[config.mk]
export PLATFORM = sky130hd
export DESIGN_NAME = uart_rx_flat
export DESIGN_NICKNAME = d
export VERILOG_FILES = /design/src/rtl/uart_pkg.sv /design/src/rtl/uart_rx_if.sv /design/src/rtl/uart_rx_sync.sv /design/src/rtl/uart_rx.sv /design/src/flat_wrapper.sv
export SDC_FILE = /design/constraint.sdc
export NUM_CORES = 1
export LEC_CHECK = 0
export CAP_MARGIN = 20
export CORE_ASPECT_RATIO = 0.5
export CORE_UTILIZATION = 54
export DETAILED_ROUTE_END_ITERATION = 6
export PLACE_DENSITY = 0.75
export SYNTH_ARGS = -nofsm -noshare
export SYNTH_HDL_FRONTEND = slang
export SYNTH_SLANG_ARGS = --single-unit
[constraint.sdc]
create_clock -name clk -period 2.55 [get_ports clk]
set_input_delay 0.3825 -clock clk [delete_from_list [all_inputs] [get_ports clk]]
set_output_delay 0.3825 -clock clk [all_outputs]
set_load 0.05 [all_outputs]
[src/rtl/uart_pkg.sv]
`default_nettype none
// ============================================================================
// uart_pkg : state encoding and bit-period derivation shared by uart_rx/uart_tx
// rev 1.0
// ============================================================================
package uart_pkg;

    typedef enum logic [1:0] {
        IDLE  = 2'd0,
        START = 2'd1,
        DATA  = 2'd2,
        STOP  = 2'd3
    } uart_state_t;

    function automatic int calc_bit_cnt(input int clk_freq, input int baud);
        return clk_freq / baud;
    endfunction

endpackage
`default_nettype wire

[src/rtl/uart_rx_if.sv]
`default_nettype none
// ============================================================================
// uart_rx_if : serial line in, received byte and status strobes out
// rev 1.0
// ============================================================================
interface uart_rx_if;
    logic       rs232_rx;
    logic [7:0] data;
    logic       done;
    logic       frame_err;

    modport master (output rs232_rx, input data, input done, input frame_err);
    modport slave  (input rs232_rx, output data, output done, output frame_err);
endinterface
`default_nettype wire

[src/rtl/uart_rx_sync.sv]
`default_nettype none
// ============================================================================
// uart_rx_sync : two-flop synchronizer plus falling-edge detector for the RX pin
// rev 1.0
// ============================================================================
module uart_rx_sync (
    input  wire logic clk,
    input  wire logic rst,
    input  wire logic i_rx,
    output logic      o_rx_s2,
    output logic      o_fall
);
    logic r_rx_s1;
    logic r_rx_s2;
    logic r_rx_d;

    // Reset to the idle (high) level so release of reset never looks like a start edge
    always_ff @(posedge clk) begin
        if (rst) begin
            r_rx_s1 <= 1'b1;
            r_rx_s2 <= 1'b1;
            r_rx_d  <= 1'b1;
        end else begin
            r_rx_s1 <= i_rx;
            r_rx_s2 <= r_rx_s1;
            r_rx_d  <= r_rx_s2;
        end
    end

    assign o_rx_s2 = r_rx_s2;
    assign o_fall  = r_rx_d & ~r_rx_s2;
endmodule
`default_nettype wire

[src/rtl/uart_rx.sv]
`default_nettype none
// ============================================================================
// uart_rx : 8N1 UART receiver with mid-bit sampling, done / frame_err strobes
// rev 1.0
// ============================================================================
module uart_rx
    import uart_pkg::*;
#(
    parameter int CLK_FREQ = 50_000_000,
    parameter int BAUD     = 115200,
    parameter int BIT_CNT  = calc_bit_cnt(CLK_FREQ, BAUD)
) (
    input  wire logic  clk,
    input  wire logic  rst,
    uart_rx_if.slave   rx_if
);
    localparam int CW = $clog2(BIT_CNT);
    localparam logic [CW-1:0] c_half_last = CW'(BIT_CNT / 2 - 1);
    localparam logic [CW-1:0] c_bit_last  = CW'(BIT_CNT - 1);

    logic w_rx_s2;
    logic w_fall;

    uart_rx_sync u_sync (
        .clk     (clk),
        .rst     (rst),
        .i_rx    (rx_if.rs232_rx),
        .o_rx_s2 (w_rx_s2),
        .o_fall  (w_fall)
    );

    uart_state_t   r_state,   w_state_nxt;
    logic [CW-1:0] r_cnt,     w_cnt_nxt;
    logic [2:0]    r_bit_idx, w_bit_idx_nxt;
    logic [7:0]    r_sh,      w_sh_nxt;
    logic [7:0]    r_data,    w_data_nxt;
    logic          r_done,    w_done_nxt;
    logic          r_ferr,    w_ferr_nxt;

    always_ff @(posedge clk) begin
        if (rst) begin
            r_state   <= IDLE;
            r_cnt     <= '0;
            r_bit_idx <= '0;
            r_sh      <= '0;
            r_data    <= '0;
            r_done    <= 1'b0;
            r_ferr    <= 1'b0;
        end else begin
            r_state   <= w_state_nxt;
            r_cnt     <= w_cnt_nxt;
            r_bit_idx <= w_bit_idx_nxt;
            r_sh      <= w_sh_nxt;
            r_data    <= w_data_nxt;
            r_done    <= w_done_nxt;
            r_ferr    <= w_ferr_nxt;
        end
    end

    always_comb begin
        w_state_nxt   = r_state;
        w_cnt_nxt     = r_cnt + CW'(1);
        w_bit_idx_nxt = r_bit_idx;
        w_sh_nxt      = r_sh;
        w_data_nxt    = r_data;
        w_done_nxt    = 1'b0;
        w_ferr_nxt    = 1'b0;
        case (r_state)
            IDLE: begin
                w_cnt_nxt = '0;
                if (w_fall) w_state_nxt = START;
            end
            START: begin
                // A line that is high again at mid start bit was a glitch
                if (r_cnt == c_half_last) begin
                    w_cnt_nxt = '0;
                    if (w_rx_s2) begin
                        w_state_nxt = IDLE;
                    end else begin
                        w_state_nxt   = DATA;
                        w_bit_idx_nxt = '0;
                    end
                end
            end
            DATA: begin
                if (r_cnt == c_bit_last) begin
                    w_cnt_nxt = '0;
                    w_sh_nxt  = {w_rx_s2, r_sh[7:1]};
                    if (r_bit_idx == 3'd7) w_state_nxt = STOP;
                    else                   w_bit_idx_nxt = r_bit_idx + 3'd1;
                end
            end
            STOP: begin
                if (r_cnt == c_bit_last) begin
                    w_cnt_nxt   = '0;
                    w_state_nxt = IDLE;
                    if (w_rx_s2) begin
                        w_data_nxt = r_sh;
                        w_done_nxt = 1'b1;
                    end else begin
                        w_ferr_nxt = 1'b1;
                    end
                end
            end
            default: begin
                w_state_nxt = IDLE;
                w_cnt_nxt   = '0;
            end
        endcase
    end

    assign rx_if.data      = r_data;
    assign rx_if.done      = r_done;
    assign rx_if.frame_err = r_ferr;
endmodule
`default_nettype wire

[src/flat_wrapper.sv]
// flat-port wrapper written by rule: the top's interface ports become plain ports
module uart_rx_flat import uart_pkg::*;
#(
    parameter int CLK_FREQ = 50_000_000,
    parameter int BAUD     = 115200,
    parameter int BIT_CNT  = calc_bit_cnt(CLK_FREQ, BAUD)
)
  (clk, rst, rx_if_rs232_rx, rx_if_data, rx_if_done, rx_if_frame_err);
  uart_rx_if rx_if_i ();
  input  wire logic clk;
  input  wire logic rst;
  input wire logic [$bits(rx_if_i.rs232_rx)-1:0] rx_if_rs232_rx;
  output wire logic [$bits(rx_if_i.data)-1:0] rx_if_data;
  output wire logic [$bits(rx_if_i.done)-1:0] rx_if_done;
  output wire logic [$bits(rx_if_i.frame_err)-1:0] rx_if_frame_err;
  assign rx_if_i.rs232_rx = rx_if_rs232_rx;
  assign rx_if_data = rx_if_i.data;
  assign rx_if_done = rx_if_i.done;
  assign rx_if_frame_err = rx_if_i.frame_err;
  uart_rx #(.CLK_FREQ(CLK_FREQ), .BAUD(BAUD), .BIT_CNT(BIT_CNT)) u_core (.clk(clk), .rst(rst), .rx_if(rx_if_i));
endmodule
==> out/metrics.csv <==
stage,metric,value,unit
finish,finish.net_count,173,
floorplanning,ioPinCount,13,
yosys,yosysTopAreaCell,sky130_fd_sc_hd__dfxtp_1,
placement,gpl.final_weighted_congestion,0.822,
critical_path,crit_path_cell_trace,ha_1 > nand4b_4 > or4_1 > mux2i_1 > nor2_1,
detailed_routing,routed_via_density,5.16,
finish,fillers,227,
yosys,synthCells,151,
critical_path,critical_path.reg2reg.startpoint,u_core.r_cnt[0],
yosys,seq_total_area_yosys,0.459,
clock_tree,clockBufferDepth,2,
detailed_routing,drtAntennaViolNets,0,
floorplanning,die_width,77.2,um
yosys,count_of_flip_flops_with_a_built_in_enable_after_synthesis,0,
finish,layout.cells.most_common_list,"sky130_fd_sc_hd__dfxtp_1, sky130_fd_sc_hd__nor2_1, sky130_fd_sc_hd__mux2i_1",
global_route,global_route.overflow_total,0,
timing,worst_pin_slew,0.673,ns
critical_path,worstPathRequired,2.73,ns
global_route,grt_max_degree,22,
timing,max_clock_freq,0.492,GHz
critical_path,reg2reg_setup_slack,0.52,ns
detailed_routing,drtPass1Iterations,6,
yosys,post_synth_instance_area,1530,um2
timing,relSlewSlack,0.548,
global_route,groute.usage.overall,0.187,
finish,drive_gt1_frac,0.120,
yosys,netlist.area_leader.share,0.459,
global_route,antenna_found_initial,0,
clock_tree,cts_setup_buffers,0,
pwr,p_leak,0.746,nW
clock_tree,clock_insertion_delay_worst_skew,0.29,ns
detailed_routing,drc_errors,2,
pwr,power.density_cell_area,596,nW/um2
yosys,yosys_warnings,0,
critical_path,critical_path.endpoint_type,register,
run_status,run_status,"finished, violations left",
yosys,synth_compound_gate_area_share,0.0418,
detailed_routing,route.vias.total,1047,
finish,insertedDiodeCount,0,
timing,setup_total_negative_slack,0,ns
yosys,synth_top_family_by_area,simple AND/OR/NAND/NOR gates,
critical_path,crit_path_arrival_time,2.21,ns
detailed_routing,iteration_0_drc_markers,29,
clock_tree,cts_tree,yes,
timing,timing.final.crit_period,2.03,ns
critical_path,crit_cells,5,
detailed_routing,route.detailed.wl_per_inst,12.0,um
critical_path,crit_slowest_cell,sky130_fd_sc_hd__or4_1,
yosys,post_synthesis_cell_type_count,35,
timing,final_min_period_over_clock_period,0.797,
run_status,failed_checks,DRC,
floorplanning,area_enclosed_by_the_die_boundary,3050,um2
critical_path,critical_path.n_buffers_inverters,0,
timing,hold_violations,0,
yosys,synth_async_sr_flop_share,0,
timing,setup_repair_after_global_routing_missed_its_margin,false,
placement,port_buffers,12,
critical_path,critical_path.max_stage_delay,0.79,ns
critical_path,critical_path.reg2reg.endpoint,u_core.rx_if.data[5],
detailed_routing,drt-total-wl,2440,um
critical_path,critical_path.endpoint,u_core.rx_if.data[5],
yosys,synth-simple-area-share,0.257,
clock_tree,clockRootBuffer,sky130_fd_sc_hd__clkbuf_8,
critical_path,worst_setup_path_startpoint,u_core.r_cnt[0],
finish,area_growth_syn_to_layout,17.1,%
finish,layout_commonest_cell,sky130_fd_sc_hd__dfxtp_1,
yosys,syn-mean-instance-area,10.1,um2
yosys,ys_ff_latch,35,
placement,post-dp-hpwl,1760,um
yosys,synthXorXnorAreaFrac,0.0402,
run,cap_viol_max_count,0,
floorplanning,vert_die_dim,39.6,um
critical_path,rr_worst_depth,5,
yosys,synth_adder_area_share,0.0410,
yosys,synth_top_cells_by_area,"sky130_fd_sc_hd__dfxtp_1, sky130_fd_sc_hd__mux2i_1, sky130_fd_sc_hd__nor2_1",
pwr,vdd_ir_drop_max,0.308,mV
global_route,vias_in_the_first_global_route,917,
clock_tree,cts_hold_repair.buffers,0,
clock_tree,clk_pin_slew_worst_paths,0.07,ns
critical_path,critical_path.max_fanout,9,
critical_path,path_delay_family,simple AND/OR/NAND/NOR gates,
timing,timing.hold.ws,0.415,ns
clock_tree,cts-resized-gates,0,
global_route,grt_pass1_wl,4040,um
worst_hold_path,timing.hold.worst.class,register to register,
floorplanning,placementRows,13,
clock_tree,cts_buffers,5,
yosys,yosys-mux-area-fraction,0.132,
critical_path,worst_setup_path_start_kind,register,
timing,setup_viol,0,
floorplanning,start_util,0.579,
clock_tree,clock_sinks,35,
yosys,postSynth.topFlopCell,sky130_fd_sc_hd__dfxtp_1,
critical_path,criticalPathCategory,register to register,
floorplanning,core,2640,um2
timing,fin_skew,0.00606,ns
clock_tree,cts-htree-levels,2,
yosys,syn-num-nets,159,
timing,slew_viol_final,0,
==> worst register-to-register path: stages (launching register included) <==
cell                       delay [ns]
sky130_fd_sc_hd__dfxtp_1         0.44
sky130_fd_sc_hd__ha_1            0.23
sky130_fd_sc_hd__nand4b_4        0.16
sky130_fd_sc_hd__or4_1           0.79
sky130_fd_sc_hd__mux2i_1         0.26
sky130_fd_sc_hd__nor2_1          0.05
==> power breakdown <==
part / internal, mW / switching [mW] / total, mW
sequential: 0.550 / 0.00348 / 0.553
clock: 0.291 / 0.201 / 0.492
combinational: 0.00922 / 0.0113 / 0.0206
==> Yosys cell counts (all sizes together) (3+ instances only) <==
library cell  number
mux2i             19
xor2               5
nand2              3
ha                 5
nand4              4
or2                3
nand2b             5
nor3               4
inv                5
or4                3
nor2              27
dfxtp             35
nand3              5
clkbuf             4
==> cell type report <==
cell class | count | area [um2] | share of cell area
Clock buffer | 5 | 68.8 | 0.0385
Clock inverter | 3 | 43.8 | 0.0245
Inverter | 5 | 18.8 | 0.0105
Multi-Input combinational cell | 105 | 781 | 0.437
Sequential cell | 35 | 701 | 0.392
Tap cell | 37 | 46.3 | 0.0259
Timing Repair Buffer | 13 | 128 | 0.0714
==> how the worst min path moves through the flow <==
| stage | end | slack (ns) | start | depth (start not counted) |
|---|---|---|---|---|
| final | u_core.u_sync.o_rx_s2 | 0.42 | u_core.u_sync.r_rx_s1 | 1 |
| after global routing | u_core.u_sync.o_rx_s2 | 0.44 | u_core.u_sync.r_rx_s1 | 1 |
| after CTS | u_core.u_sync.o_rx_s2 | 0.42 | u_core.u_sync.r_rx_s1 | 1 |
| after detailed placement | u_core.u_sync.o_rx_s2 | 0.40 | u_core.u_sync.r_rx_s1 | 1 |
| after global placement | u_core.u_sync.o_rx_s2 | 0.39 | u_core.u_sync.r_rx_s1 | 1 |
| after floorplan | u_core.u_sync.o_rx_s2 | 0.39 | u_core.u_sync.r_rx_s1 | 1 |
==> stage by stage <==
| stage | instance area, um2 | utilization | power (mW) | worst slack (ns) | cells |
|---|---|---|---|---|---|
| 2_1_floorplan | 1530 | - | 0.579 | 0.664 | 151 |
| 3_3_place_gp | 1670 | 0.635 | 0.586 | 0.575 | 195 |
| 3_5_place_dp | 1670 | 0.635 | 0.586 | 0.494 | 195 |
| 4_1_cts | 1790 | 0.678 | 1.08 | 0.484 | 203 |
| 5_1_grt | 1790 | 0.678 | 1.10 | 0.392 | 203 |
| 6_report | 1790 | 0.678 | 1.07 | 0.516 | 203 |
==> flip-flops by register name, indices dropped and copies added, names as in the netlist, named ones only <==
name,flops
u_core.r_bit_idx,3
u_core.rx_if.done,1
u_core.rx_if.frame_err,1
u_core.rx_if.data,8
u_core.r_state,1
u_core.r_sh,8
u_core.r_cnt,9
u_core.u_sync.r_rx_s1,1
u_core.u_sync.o_rx_s2,1
u_core.u_sync.r_rx_d,1
==> metal layers <==
layer	vias up	global-route usage	wire, um	share of wire
li1	543	-	-	-
met2	15	0.296	1080	0.44
met4	0	0.113	26	0.011
met1	486	0.221	1230	0.51
met5	-	0	0	0
met3	3	0.0744	97	0.040
==> logic make-up after synthesis <==
logic type | after synthesis
DFF | 35
and+or+nand+nor | 66
xor gates and xnor gates | 7
AOI/OAI and AO/OA | 7
muxes | 20
buffers and inverters | 11
adders and majority gates | 5
Note: power is estimated with default switching activity, not from simulation.
